--- src/rtl/exe_result_fifo_if.sv ---
// Handshake bundle between exe_unit (producer), exe_result_fifo and the
// writeback consumer. Signal names are written from the FIFO's point of view.
// The FIFO uses the slave modport. The environment (ALU side plus consumer
// side) uses the master modport.
interface exe_result_fifo_if #(
    parameter int M = 4,
    parameter int N = 4
);
    // Producer side: ALU result tuple entering the FIFO
    logic         i_valid;
    logic         o_ready;
    logic [N-1:0] i_oper;
    logic [M-1:0] i_result;
    logic         i_BF0;
    logic         i_BF1;
    logic         i_PF;
    logic         i_NF;

    // Consumer side: oldest entry leaving the FIFO
    logic         o_valid;
    logic         i_ready;
    logic [N-1:0] o_oper;
    logic [M-1:0] o_result;
    logic [3:0]   o_flags;

    modport slave (
        input  i_valid, i_oper, i_result, i_BF0, i_BF1, i_PF, i_NF, i_ready,
        output o_ready, o_valid, o_oper, o_result, o_flags
    );

    modport master (
        output i_valid, i_oper, i_result, i_BF0, i_BF1, i_PF, i_NF, i_ready,
        input  o_ready, o_valid, o_oper, o_result, o_flags
    );
endinterface

--- src/rtl/exe_result_fifo.sv ---
// exe_result_fifo: small result queue behind exe_unit.
// - Captures {oper, result, NF, PF, BF1, BF0} tuples on a valid/ready push port.
// - Presents the oldest tuple on a valid/ready pop port, one cycle after the
//   push edge. There is no bypass and no pass-through when the queue is full.
// - Keeps sticky flags: the OR of the flags of every accepted tuple, held until
//   i_clear_sticky is asserted.
// Optional feature: define EXE_FIFO_DROP_CNT_EN to get a saturating 8-bit
// counter of rejected pushes on o_drop_cnt. Without the define, o_drop_cnt is
// tied to zero and no counter flops are built.
module exe_result_fifo #(
    parameter int M     = 4,
    parameter int N     = 4,
    parameter int DEPTH = 4
) (
    input  logic                     i_clk,
    input  logic                     i_rst_n,
    exe_result_fifo_if.slave         bus,
    output logic [$clog2(DEPTH):0]   o_count,
    output logic [3:0]               o_sticky_flags,
    input  logic                     i_clear_sticky,
    output logic [7:0]               o_drop_cnt
);

    // Pointer index width. Each pointer carries one extra MSB, so "full" and
    // "empty" can be told apart by the plain difference of the two pointers.
    localparam int PW = $clog2(DEPTH);
    localparam int CW = PW + 1;
    localparam logic [CW-1:0] FULL_CNT = CW'(DEPTH);

    typedef struct packed {
        logic [N-1:0] oper;
        logic [M-1:0] result;
        logic [3:0]   flags;   // {NF, PF, BF1, BF0}
    } entry_t;

    entry_t        mem_q [DEPTH];
    entry_t        mem_d [DEPTH];
    logic [CW-1:0] wr_ptr_q, wr_ptr_d;
    logic [CW-1:0] rd_ptr_q, rd_ptr_d;
    logic [3:0]    sticky_q, sticky_d;

    logic [CW-1:0] count;
    logic [PW-1:0] wr_idx;
    logic [PW-1:0] rd_idx;
    logic          full;
    logic          empty;
    logic          push;
    logic          pop;
    logic [3:0]    in_flags;
    entry_t        head;

    // Occupancy and handshake qualification, all derived from the pointers
    always_comb begin
        count    = wr_ptr_q - rd_ptr_q;
        wr_idx   = wr_ptr_q[PW-1:0];
        rd_idx   = rd_ptr_q[PW-1:0];
        full     = (count == FULL_CNT);
        empty    = (count == '0);
        // A full queue refuses a push even when a pop happens in the same cycle
        push     = bus.i_valid && !full;
        pop      = !empty && bus.i_ready;
        in_flags = {bus.i_NF, bus.i_PF, bus.i_BF1, bus.i_BF0};
    end

    // Head entry is forced to zero when nothing is stored
    always_comb begin
        head = '0;
        if (!empty) begin
            head = mem_q[rd_idx];
        end
    end

    assign bus.o_ready    = !full;
    assign bus.o_valid    = !empty;
    assign bus.o_oper     = head.oper;
    assign bus.o_result   = head.result;
    assign bus.o_flags    = head.flags;
    assign o_count        = count;
    assign o_sticky_flags = sticky_q;

    // Next state for storage and pointers. Entries are written once and never
    // touched again, so the head stays stable while the consumer stalls.
    always_comb begin
        mem_d    = mem_q;
        wr_ptr_d = wr_ptr_q;
        rd_ptr_d = rd_ptr_q;
        if (push) begin
            mem_d[wr_idx] = '{oper: bus.i_oper, result: bus.i_result, flags: in_flags};
            // Power-of-two depth: natural overflow wraps DEPTH-1 back to 0
            wr_ptr_d      = wr_ptr_q + CW'(1);
        end
        if (pop) begin
            rd_ptr_d = rd_ptr_q + CW'(1);
        end
    end

    // Sticky flags. When a clear and a push land in the same cycle, the new
    // entry's flags survive the clear.
    always_comb begin
        sticky_d = sticky_q;
        if (push) begin
            sticky_d = (i_clear_sticky ? 4'b0000 : sticky_q) | in_flags;
        end else if (i_clear_sticky) begin
            sticky_d = 4'b0000;
        end
    end

    // State registers. Reset empties the queue and wipes storage, so nothing
    // written before the reset can reappear afterwards.
    always_ff @(posedge i_clk or negedge i_rst_n) begin
        if (!i_rst_n) begin
            wr_ptr_q <= '0;
            rd_ptr_q <= '0;
            sticky_q <= 4'b0000;
            for (int i = 0; i < DEPTH; i++) begin
                mem_q[i] <= '0;
            end
        end else begin
            wr_ptr_q <= wr_ptr_d;
            rd_ptr_q <= rd_ptr_d;
            sticky_q <= sticky_d;
            mem_q    <= mem_d;
        end
    end

`ifdef EXE_FIFO_DROP_CNT_EN
    logic [7:0] drop_cnt_q, drop_cnt_d;

    // Increment that holds at the all-ones value instead of wrapping
    function automatic logic [7:0] sat_inc8(input logic [7:0] v);
        return (v == 8'hFF) ? v : v + 8'd1;
    endfunction

    // Count every cycle in which the producer offers a tuple that is refused
    always_comb begin
        drop_cnt_d = drop_cnt_q;
        if (bus.i_valid && full) begin
            drop_cnt_d = sat_inc8(drop_cnt_q);
        end
    end

    // Drop counter register. Only reset clears it; i_clear_sticky does not.
    always_ff @(posedge i_clk or negedge i_rst_n) begin
        if (!i_rst_n) begin
            drop_cnt_q <= 8'h00;
        end else begin
            drop_cnt_q <= drop_cnt_d;
        end
    end

    assign o_drop_cnt = drop_cnt_q;
`else
    assign o_drop_cnt = 8'h00;
`endif

endmodule

--- src/flat_wrapper.sv ---
// flat-port wrapper written by rule: the top's interface ports become plain ports
module exe_result_fifo_flat 
#(
    parameter int M     = 4,
    parameter int N     = 4,
    parameter int DEPTH = 4
)
  (i_clk, i_rst_n, o_count, o_sticky_flags, i_clear_sticky, o_drop_cnt, bus_i_valid, bus_i_oper, bus_i_result, bus_i_BF0, bus_i_BF1, bus_i_PF, bus_i_NF, bus_i_ready, bus_o_ready, bus_o_valid, bus_o_oper, bus_o_result, bus_o_flags);
  exe_result_fifo_if #(.M(M), .N(N)) bus_i ();
  input  logic i_clk;
  input  logic i_rst_n;
  output logic [$clog2(DEPTH):0] o_count;
  output logic [3:0] o_sticky_flags;
  input  logic i_clear_sticky;
  output logic [7:0] o_drop_cnt;
  input wire logic [$bits(bus_i.i_valid)-1:0] bus_i_valid;
  input wire logic [$bits(bus_i.i_oper)-1:0] bus_i_oper;
  input wire logic [$bits(bus_i.i_result)-1:0] bus_i_result;
  input wire logic [$bits(bus_i.i_BF0)-1:0] bus_i_BF0;
  input wire logic [$bits(bus_i.i_BF1)-1:0] bus_i_BF1;
  input wire logic [$bits(bus_i.i_PF)-1:0] bus_i_PF;
  input wire logic [$bits(bus_i.i_NF)-1:0] bus_i_NF;
  input wire logic [$bits(bus_i.i_ready)-1:0] bus_i_ready;
  output wire logic [$bits(bus_i.o_ready)-1:0] bus_o_ready;
  output wire logic [$bits(bus_i.o_valid)-1:0] bus_o_valid;
  output wire logic [$bits(bus_i.o_oper)-1:0] bus_o_oper;
  output wire logic [$bits(bus_i.o_result)-1:0] bus_o_result;
  output wire logic [$bits(bus_i.o_flags)-1:0] bus_o_flags;
  assign bus_i.i_valid = bus_i_valid;
  assign bus_i.i_oper = bus_i_oper;
  assign bus_i.i_result = bus_i_result;
  assign bus_i.i_BF0 = bus_i_BF0;
  assign bus_i.i_BF1 = bus_i_BF1;
  assign bus_i.i_PF = bus_i_PF;
  assign bus_i.i_NF = bus_i_NF;
  assign bus_i.i_ready = bus_i_ready;
  assign bus_o_ready = bus_i.o_ready;
  assign bus_o_valid = bus_i.o_valid;
  assign bus_o_oper = bus_i.o_oper;
  assign bus_o_result = bus_i.o_result;
  assign bus_o_flags = bus_i.o_flags;
  exe_result_fifo #(.M(M), .N(N), .DEPTH(DEPTH)) u_core (.i_clk(i_clk), .i_rst_n(i_rst_n), .bus(bus_i), .o_count(o_count), .o_sticky_flags(o_sticky_flags), .i_clear_sticky(i_clear_sticky), .o_drop_cnt(o_drop_cnt));
endmodule
--- config.mk ---
export PLATFORM = sky130hd
export DESIGN_NAME = exe_result_fifo_flat
export DESIGN_NICKNAME = d
export VERILOG_FILES = /design/src/rtl/exe_result_fifo_if.sv /design/src/rtl/exe_result_fifo.sv /design/src/flat_wrapper.sv
export SDC_FILE = /design/constraint.sdc
export NUM_CORES = 1
export LEC_CHECK = 0
export ABC_AREA = 1
export CORE_MARGIN = 2
export CORE_UTILIZATION = 58
export CTS_CLUSTER_SIZE = 8
export DETAILED_ROUTE_END_ITERATION = 10
export PLACE_DENSITY = 0.85
export RECOVER_POWER = 50
export SYNTH_ARGS = -nofsm -noshare
export SYNTH_HDL_FRONTEND = slang
export SYNTH_SLANG_ARGS = --single-unit
export TNS_END_PERCENT = 20
--- constraint.sdc ---
create_clock -name i_clk -period 3.6 [get_ports i_clk]
set_input_delay 0.72 -clock i_clk [delete_from_list [all_inputs] [get_ports i_clk]]
set_output_delay 0.72 -clock i_clk [all_outputs]
set_load 0.005 [all_outputs]
==> results of run 1 <==
## timing repair
action / CTS / global route
endpoints found under the setup margin: 8 / 0
hold endpoints to repair: 0 / 0
resized for setup: 1 / 0
hold buffers: 0 / 0
## stage by stage
| stage | util [%] | hold WS [ns] | worst slack [ns] | std cells | instance area [µm²] |
|---|---|---|---|---|---|
| finish | 69.6 | 0.468 | 0.193 | 504 | 3580 |
| global route | 69.6 | 0.491 | 0.0274 | 504 | 3580 |
| CTS | 69.9 | 0.414 | 0.204 | 504 | 3590 |
| detailed placement | 66.5 | 0.453 | 0.349 | 489 | 3420 |
| global placement | 66.5 | 0.449 | 0.425 | 489 | 3420 |
| floorplan | - | 0.424 | 1.15 | 410 | 3130 |
## sequential cells by signal, summed over array words and instances (netlist names)
name and count:
u_core.mem_q 48, u_core.o_sticky_flags 4, u_core.rd_ptr_q 3, u_core.wr_ptr_q 3
## synth_stat cells
master | number | share of area, %
o21ai_1 | 2 | 0.32
buf_1 | 4 | 0.48
conb_1 | 1 | 0.12
buf_2 | 9 | 1.5
nor2_1 | 36 | 4.4
inv_2 | 1 | 0.12
nand2_1 | 139 | 17
clkbuf_1 | 7 | 0.85
xnor2_1 | 1 | 0.28
fa_1 | 1 | 0.64
dfrtp_1 | 58 | 47
nand3_2 | 1 | 0.32
nand3_1 | 15 | 2.4
nand4_1 | 49 | 9.9
inv_1 | 21 | 2.5
buf_4 | 13 | 3.1
buf_6 | 4 | 1.5
o21ai_0 | 35 | 5.6
ha_1 | 6 | 2.4
## cell type report
type	instances	area [µm²]	area share, %
clock inverter	3	15.0	0.419
sequential	58	1450	40.5
multi-input combinational	293	1370	38.2
tap	70	87.6	2.45
clock buffer	12	155	4.33
inverter	22	82.6	2.31
timing repair buffer	46	420	11.7
## critical path, cell delays in order (launching register included)
cell and delay (ns):
dfrtp_1 0.40, inv_1 0.12, ha_1 0.20, fa_1 0.50, nand2_1 0.06, inv_1 0.09, nand3_2 0.32, nand2_1 0.17
inv_1 0.05, clkdlybuf4s50_1 0.44
## routing by layer
layer  up-vias  routed length, µm
met5         -                  0
met4         0                138
met3        14                512
met2       127               3820
met1      1365               3180
li1       1361                  -
## worst paths after layout
| kind | startpoint | end | slack (ns) | depth (start not counted) |
|---|---|---|---|---|
| min in group asynchronous | i_rst_n | u_core.rd_ptr_q[0]$_DFFE_PN0P_ | 0.75 | 1 |
| hold reg to reg | u_core.mem_q[17]$_DFFE_PN0P_ | u_core.mem_q[17]$_DFFE_PN0P_ | 0.47 | 2 |
| setup / recovery | u_core.wr_ptr_q[0]$_DFFE_PN0P_ | bus_o_oper[2] | 0.19 | 9 |
| hold / removal | u_core.mem_q[17]$_DFFE_PN0P_ | u_core.mem_q[17]$_DFFE_PN0P_ | 0.47 | 2 |
| max in group asynchronous | i_rst_n | u_core.mem_q[41]$_DFFE_PN0P_ | 1.37 | 2 |
| setup reg to reg | u_core.wr_ptr_q[0]$_DFFE_PN0P_ | u_core.mem_q[47]$_DFFE_PN0P_ | 0.40 | 12 |
## kinds of logic (layout without fill, tap and decap cells)
logic type	Yosys count	count (layout)
buffers and inverters	59	83
AO/OA/AOI/OAI	37	37
XOR/XNOR	1	1
flip-flops	58	58
AND/OR/NAND/NOR	240	240
other	1	8
adder cells (fa/ha/maj)	7	7
## power by group
group	internal [µW]	switching, µW	total (µW)
registers	954	173	1130
clock network	280	251	531
logic	871	1230	2100
total	2100	1650	3760
==> impl_metrics.env, run 1 <==
export IMPL_outcome="finished, violations left"
export IMPL_violations="capacitance limit, slew limit"
export IMPL_synthCells=403
export IMPL_clk_pin_slew_ns=0.06
export IMPL_fin_crit_sh_pct=94.6
export IMPL_drive_gt1_share_pct=5.76
export IMPL_hold_violations=0
export IMPL_mostFrequentLayoutCell="nand2_1"
export IMPL_routed_via_density=5.69
export IMPL_required_ns=2.88
export IMPL_gr_usage_met2_pct=43.7
export IMPL_use_met3_pct=6.00
export IMPL_fp_dieW_um=77.2
export IMPL_worstSetupPathType="flip-flop to output port"
export IMPL_route_antenna_remaining_nets=0
export IMPL_coreArea_um2=5140
export IMPL_clock_path_buffers=2
export IMPL_remaining_drc_errors=0
export IMPL_powerDensity_nw_per_um2=1050
export IMPL_drt_first_pass_iters=5
export IMPL_worst_skew_pair_late_latency_ns=0.34
export IMPL_total_power_uw=3760
export IMPL_critPathLaunchType="flip-flop"
export IMPL_chipHeight_um=77.2
export IMPL_muxShareOfSynthArea_pct=0
export IMPL_io_pins=46
export IMPL_post_route_min_period_ns=3.41
export IMPL_syn_avg_cell_area_um2=7.70
export IMPL_nNetsFinal=454
export IMPL_drtIter0Drc=264
export IMPL_rows=26
export IMPL_synthAdderAreaFrac_pct=3.06
export IMPL_grt_pass1_wl_um=12700
export IMPL_maxSlewHeadroom_pct=-3.40
export IMPL_place_congestion=0.789
export IMPL_setup_tns_ns=0
export IMPL_ys_types=19
export IMPL_slew_violations=30
export IMPL_fillers=438
export IMPL_numClockSinks=58
export IMPL_root_buffer="clkbuf_8"
export IMPL_synthXorXnorAreaFrac_pct=0.282
export IMPL_worst_ep_arrival_time_ns=2.69
export IMPL_syn2layout_area_growth_pct=15.3
export IMPL_worstMarginPinSlew_ns=1.55
export IMPL_synth_seq_cells=58
export IMPL_synth_compound_area_share_pct=5.97
export IMPL_crit_path_end_kind="output port"
export IMPL_rsz0062_at_grt="no"
export IMPL_port_buffers=37
export IMPL_finalSetupViolCount=0
export IMPL_cts_buffers=9
export IMPL_fmax_mhz=294
export IMPL_track_usage_pct=27.2
export IMPL_synth_area_um2=3100
export IMPL_clock_skew_ns=0.00709
export IMPL_cts_max_level=3
export IMPL_layout_common_cells="139 x nand2_1, 58 x dfrtp_1, 49 x nand4_1, 36 x nor2_1, 35 x o21ai_0"
export IMPL_hp_class="flip-flop to flip-flop"
export IMPL_antenna_found_initial=0
export IMPL_seq_area_frac_synth_pct=46.8
export IMPL_drt_total_wl_um=7650
export IMPL_cap_violations=1
export IMPL_yosys_area_share_simple_pct=33.8
export IMPL_vias=2867
export IMPL_worst_path_max_fanout=14
export IMPL_cts_setup_buffers=0
export IMPL_vdd_drop_max_mv=1.03
export IMPL_diodes=0
export IMPL_grt_max_degree=58
export IMPL_hpwl_um=4730
export IMPL_wire_per_inst_um=15.2
export IMPL_synth_top_family_by_area="simple AND/OR/NAND/NOR gates"
export IMPL_yosysWarnings=0
export IMPL_grt_pass1_vias=2680
export IMPL_start_util_pct=60.4
export IMPL_met1_usage_pct=35.4
export IMPL_power_leakage_uw=0.00189
export IMPL_cts_tree="yes"
export IMPL_die_area_um2=5950
export IMPL_top_usage_layer="met2"
export IMPL_overflow=0
Note: power is estimated with default switching activity, not from simulation.
==> inputs of run 2 (changes only) <==
--- a/config.mk
+++ b/config.mk
@@ -6,11 +6,13 @@
 export NUM_CORES = 1
 export LEC_CHECK = 0
 export ABC_AREA = 1
+export CAP_MARGIN = 20
 export CORE_MARGIN = 2
-export CORE_UTILIZATION = 58
+export CORE_UTILIZATION = 65
 export CTS_CLUSTER_SIZE = 8
 export DETAILED_ROUTE_END_ITERATION = 10
-export PLACE_DENSITY = 0.85
+export DONT_BUFFER_PORTS = 1
+export PLACE_DENSITY = 0.81
 export RECOVER_POWER = 50
 export SYNTH_ARGS = -nofsm -noshare
 export SYNTH_HDL_FRONTEND = slang
==> run 2 against run 1 <==
  * The run now ends clean
  * Sequential power is essentially flat
  * Via count shrank 5.8%
  * Routed wire length shrank 3.6%
  * Cell area shrank 10%
  * Largest cell class unchanged
==> impl_metrics.env, run 2 (same netlist as run 1, synthesis figures left out) <==
export IMPL_layout_common_cells="139 x nand2_1, 58 x dfrtp_1, 49 x nand4_1, 36 x nor2_1, 35 x o21ai_0"
export IMPL_crit_path_end_kind="output port"
export IMPL_vias=2702
export IMPL_powerDensity_nw_per_um2=1050
export IMPL_cts_resized=0
export IMPL_port_buffers=0
export IMPL_crit_reg2reg_launch="u_core.wr_ptr_q[0]$_DFFE_PN0P_"
export IMPL_cts_buffers=9
export IMPL_reg2reg_depth=11
export IMPL_met3WireLength_um=559
export IMPL_drtIter0Drc=327
export IMPL_post_route_min_period_ns=3.12
export IMPL_outcome="complete, no violations"
export IMPL_regMostFlops="u_core.mem_q"
export IMPL_slew_violations=0
export IMPL_regArea_um2=1450
export IMPL_fin_ws_ns=0.477
export IMPL_hold_ws_ns=0.0618
export IMPL_cts_setup_buffers=0
export IMPL_syn2layout_area_growth_pct=3.22
export IMPL_clk_pin_slew_ns=0.06
export IMPL_remaining_drc_errors=0
export IMPL_largest_reg_flops=48
export IMPL_worst_path_max_fanout=12
export IMPL_required_ns=2.88
export IMPL_overflow=0
export IMPL_total_power_uw=3380
export IMPL_multiInputGateArea_um2=1370
export IMPL_grt_pass1_wl_um=12100
export IMPL_endpoint="bus_o_flags[2]"
export IMPL_met2_length_um=3550
export IMPL_numClockSinks=58
export IMPL_finalCoreUtilization_pct=68.8
export IMPL_reg2reg_to="u_core.wr_ptr_q[2]$_DFFE_PN0P_"
export IMPL_die_area_um2=5340
export IMPL_ctsHoldBuffers=0
export IMPL_hold_violations=0
export IMPL_antenna_found_initial=0
export IMPL_vdd_drop_max_mv=0.812
export IMPL_place_ws_ns=0.781
export IMPL_worst_skew_pair_late_latency_ns=0.35
export IMPL_io_pins=46
export IMPL_r2r_setup_slack_ns=0.67
export IMPL_fillers=398
export IMPL_hpwl_um=4340
export IMPL_clock_path_buffers=2
export IMPL_cts_tree="yes"
export IMPL_clock_skew_ns=0.00510
export IMPL_coreArea_um2=4660
export IMPL_diodes=0
export IMPL_worstMarginPinSlew_ns=0.773
export IMPL_grt_max_degree=61
export IMPL_chipHeight_um=73.1
export IMPL_cts_max_level=3
export IMPL_nNetsFinal=413
export IMPL_route_antenna_remaining_nets=0
export IMPL_worst_ep_arrival_time_ns=2.40
export IMPL_critPathLaunchType="flip-flop"
export IMPL_fp_dieW_um=73.1
export IMPL_routed_via_density=6.03
export IMPL_place_congestion=0.808
export IMPL_mostFrequentLayoutCell="nand2_1"
export IMPL_rows=25
export IMPL_start_util_pct=66.6
export IMPL_drive_gt1_share_pct=5.08
export IMPL_hp_class="input port to asynchronous set/reset pin"
export IMPL_drt_first_pass_iters=5
export IMPL_root_buffer="clkbuf_8"
export IMPL_drt_total_wl_um=7370
export IMPL_fin_crit_sh_pct=86.7
export IMPL_rsz0062_at_grt="no"
export IMPL_fmax_mhz=320
export IMPL_wl_met1_um=3040
export IMPL_grt_pass1_vias=2517
export IMPL_cp_startpoint="u_core.wr_ptr_q[0]$_DFFE_PN0P_"
export IMPL_highest_layer="met4"
export IMPL_setup_tns_ns=0
export IMPL_cap_violations=0
export IMPL_power_leakage_uw=0.00174
export IMPL_finalSetupViolCount=0
export IMPL_track_usage_pct=30.4
export IMPL_wire_per_inst_um=16.5
export IMPL_worstSetupPathType="flip-flop to output port"
export IMPL_maxSlewHeadroom_pct=48.4
[run 2: cell types whose count changed in the layout (fill, tap and decap cells not counted), sizes merged]
| cell | change |
|---|---|
| dlygate4sd3 | -5 |
| buf | -3 |
| bufinv | +1 |
| clkinv | -2 |
| clkbuf | -1 |
| clkdlybuf4s50 | -30 |
[run 2: layer usage]
layer  vias to the layer above  global-route usage [%]
li1                       1275                       -
met1                      1268                    40.5
met2                       130                    46.9
met3                        29                    6.49
met4                         0                    15.2
met5                         -                       0
[run 2: worst min-delay path by stage]
stage,from,to,cells past startpoint
floorplan,i_rst_n,u_core.mem_q[0]$_DFFE_PN0P_,0
global placement,i_rst_n,u_core.mem_q[32]$_DFFE_PN0P_,0
detailed placement,i_rst_n,u_core.mem_q[8]$_DFFE_PN0P_,0
CTS,i_rst_n,u_core.mem_q[17]$_DFFE_PN0P_,0
global route,i_rst_n,u_core.mem_q[8]$_DFFE_PN0P_,0
finish,i_rst_n,u_core.mem_q[45]$_DFFE_PN0P_,0
[run 2: through the flow]
stage | cells | area [µm²]
global placement | 432 | 3010
CTS | 448 | 3200
floorplan | 410 | 3130
global route | 448 | 3200
detailed placement | 432 | 3010
finish | 448 | 3200
[run 2: power by group]
group | leakage, µW | switching [µW] | internal, µW
combinational | 0.000910 | 1130 | 503
sequential | 0.000726 | 175 | 954
clock | 0.000101 | 257 | 357
[run 2: final cells by class]
type                       instances  share of cell area [%]
clock inverter                     2                    1.09
tap                               54                    2.11
inverter                          22                    2.58
multi-input combinational        293                    42.7
timing repair buffer               5                    1.17
sequential                        58                    45.3
clock buffer                      14                    5.08
[run 2: worst max-delay path: stages (launching register included)]
cell,delay (ns)
dfrtp_1,0.39
inv_1,0.11
ha_1,0.21
fa_1,0.52
nand2_1,0.07
inv_1,0.08
nand3_1,0.26
buf_4,0.29
nand2_1,0.08
inv_1,0.05
==> inputs of run 3 (changes only) <==
--- a/config.mk
+++ b/config.mk
@@ -8,11 +8,11 @@
 export ABC_AREA = 1
 export CAP_MARGIN = 20
 export CORE_MARGIN = 2
-export CORE_UTILIZATION = 65
+export CORE_UTILIZATION = 60
 export CTS_CLUSTER_SIZE = 8
 export DETAILED_ROUTE_END_ITERATION = 10
 export DONT_BUFFER_PORTS = 1
-export PLACE_DENSITY = 0.81
+export PLACE_DENSITY = 0.76
 export RECOVER_POWER = 50
 export SYNTH_ARGS = -nofsm -noshare
 export SYNTH_HDL_FRONTEND = slang
==> run 3 against run 2 <==
  * Flip-flop and latch count unchanged
  * Combinational power about the same
  * First-iteration DRC count down 17%
  * Largest power group unchanged
==> impl_metrics.env, run 3 (same netlist as run 1, synthesis figures left out) <==
export IMPL_outcome="complete, no violations"
export IMPL_total_power_uw=3380
export IMPL_crit_chain="inv_1, ha_1, fa_1, nand2_1, inv_1, nand3_1, nand2_1, inv_1"
export IMPL_chipHeight_um=75.9
export IMPL_vdd_drop_max_mv=0.747
export IMPL_wire_per_inst_um=15.9
export IMPL_io_pins=46
export IMPL_die_area_um2=5770
export IMPL_fin_crit_sh_pct=89.5
export IMPL_routed_via_density=5.71
export IMPL_grt_max_degree=61
export IMPL_slowest_delay_ns=0.51
export IMPL_post_route_min_period_ns=3.22
export IMPL_regMostFlops="u_core.mem_q"
export IMPL_rows=26
export IMPL_place_congestion=0.758
export IMPL_clock_skew_ns=0.00560
export IMPL_nNetsFinal=413
export IMPL_clk_pin_slew_ns=0.07
export IMPL_crit_reg2reg_launch="u_core.wr_ptr_q[0]$_DFFE_PN0P_"
export IMPL_largest_reg_flops=48
export IMPL_fp_dieW_um=75.9
export IMPL_worst_ep_arrival_time_ns=2.50
export IMPL_overflow=0
export IMPL_track_usage_pct=26.8
export IMPL_cp_depth=8
export IMPL_grt_pass1_wl_um=12100
export IMPL_grt_pass1_vias=2453
export IMPL_diodes=0
export IMPL_crit_path_end_kind="output port"
export IMPL_setup_tns_ns=0
export IMPL_numClockSinks=58
export IMPL_slew_violations=0
export IMPL_route_antenna_remaining_nets=0
export IMPL_worst_skew_pair_late_latency_ns=0.34
export IMPL_cp_startpoint="u_core.wr_ptr_q[0]$_DFFE_PN0P_"
export IMPL_cts_resized=0
export IMPL_antenna_found_initial=0
export IMPL_layout_common_cells="139 x nand2_1, 58 x dfrtp_1, 49 x nand4_1, 36 x nor2_1, 35 x o21ai_0"
export IMPL_crit_top_cell="inv_1"
export IMPL_required_ns=2.88
export IMPL_drive_gt1_share_pct=5.34
export IMPL_endpoint="bus_o_oper[1]"
export IMPL_vias=2642
export IMPL_rsz0062_at_grt="no"
export IMPL_cts_tree="yes"
export IMPL_reg2reg_depth=11
export IMPL_hp_class="input port to asynchronous set/reset pin"
export IMPL_mostFrequentLayoutCell="nand2_1"
export IMPL_syn2layout_area_growth_pct=4.07
export IMPL_worst_path_max_fanout=14
export IMPL_maxSlewHeadroom_pct=45.3
export IMPL_reg2reg_to="u_core.mem_q[6]$_DFFE_PN0P_"
export IMPL_port_buffers=0
export IMPL_cts_max_level=3
export IMPL_ctsHoldBuffers=0
export IMPL_remaining_drc_errors=0
export IMPL_start_util_pct=61.6
export IMPL_place_ws_ns=0.710
export IMPL_fin_ws_ns=0.378
export IMPL_cts_buffers=9
export IMPL_hold_violations=0
export IMPL_r2r_setup_slack_ns=0.73
export IMPL_fmax_mhz=310
export IMPL_worstSetupPathType="flip-flop to output port"
export IMPL_cts_setup_buffers=0
export IMPL_clock_path_buffers=2
export IMPL_cpMaxStageDelayCell="nand3_1"
export IMPL_critPathLaunchType="flip-flop"
export IMPL_worstMarginPinSlew_ns=0.820
export IMPL_critPathTopFamily="simple AND/OR/NAND/NOR gates"
export IMPL_critical_path_buf_inv_count=3
export IMPL_cap_violations=0
export IMPL_root_buffer="clkbuf_8"
export IMPL_power_leakage_uw=0.00174
export IMPL_fillers=445
export IMPL_finalSetupViolCount=0
export IMPL_drt_total_wl_um=7350
export IMPL_drt_first_pass_iters=4
export IMPL_coreArea_um2=5040
export IMPL_drtIter0Drc=270
export IMPL_hpwl_um=4330
export IMPL_powerDensity_nw_per_um2=1050
[run 3: layout make-up]
class	count	area, µm²	area share (%)
flip-flops and latches	58	1450	44.9
multi-input cells	293	1370	42.3
clock buffers	13	169	5.23
well taps	70	87.6	2.71
inverters	22	82.6	2.56
repair buffers	5	37.5	1.16
clock inverters	2	35.0	1.08
[run 3: how the worst min path moves through the flow]
stage,startpoint,endpoint,depth (start not counted)
2_1_floorplan,i_rst_n,u_core.mem_q[0]$_DFFE_PN0P_,0
3_3_place_gp,i_rst_n,u_core.mem_q[20]$_DFFE_PN0P_,0
3_5_place_dp,i_rst_n,u_core.mem_q[32]$_DFFE_PN0P_,0
4_1_cts,i_rst_n,u_core.mem_q[32]$_DFFE_PN0P_,0
5_1_grt,i_rst_n,u_core.mem_q[11]$_DFFE_PN0P_,0
6_report,i_rst_n,u_core.mem_q[9]$_DFFE_PN0P_,0
[run 3: through the flow]
stage | std cells | hold slack [ns] | util (%) | area, µm²
floorplan | 410 | 0.424 | - | 3130
global placement | 448 | 0.426 | 60.0 | 3030
detailed placement | 448 | 0.427 | 60.0 | 3030
CTS | 463 | 0.0633 | 64.1 | 3230
global route | 463 | 0.0577 | 64.1 | 3230
finish | 463 | 0.0702 | 64.1 | 3230
[run 3: routing by layer]
layer	share of wire [%]	track usage [%]	up-vias	wire [µm]
li1	-	-	1277	-
met1	44	35.3	1253	3200
met2	48	42.8	97	3560
met3	6.0	7.26	15	441
met4	2.1	10.5	0	152
met5	0	0	-	0
[run 3: where the power goes]
group          switching, µW  internal (µW)
registers                172            954
clock network            254            372
logic                   1130            499
[run 3: worst reg2reg max path, cell delays in order (launching register included)]
cell and delay, ns:
dfrtp_1 0.40, inv_1 0.11, ha_1 0.20, fa_1 0.41, inv_1 0.09, nand2_1 0.07, nand2_1 0.07, nand2_1 0.06
nand3_2 0.39, nand3_1 0.66, nand2_1 0.23, nand2_1 0.06
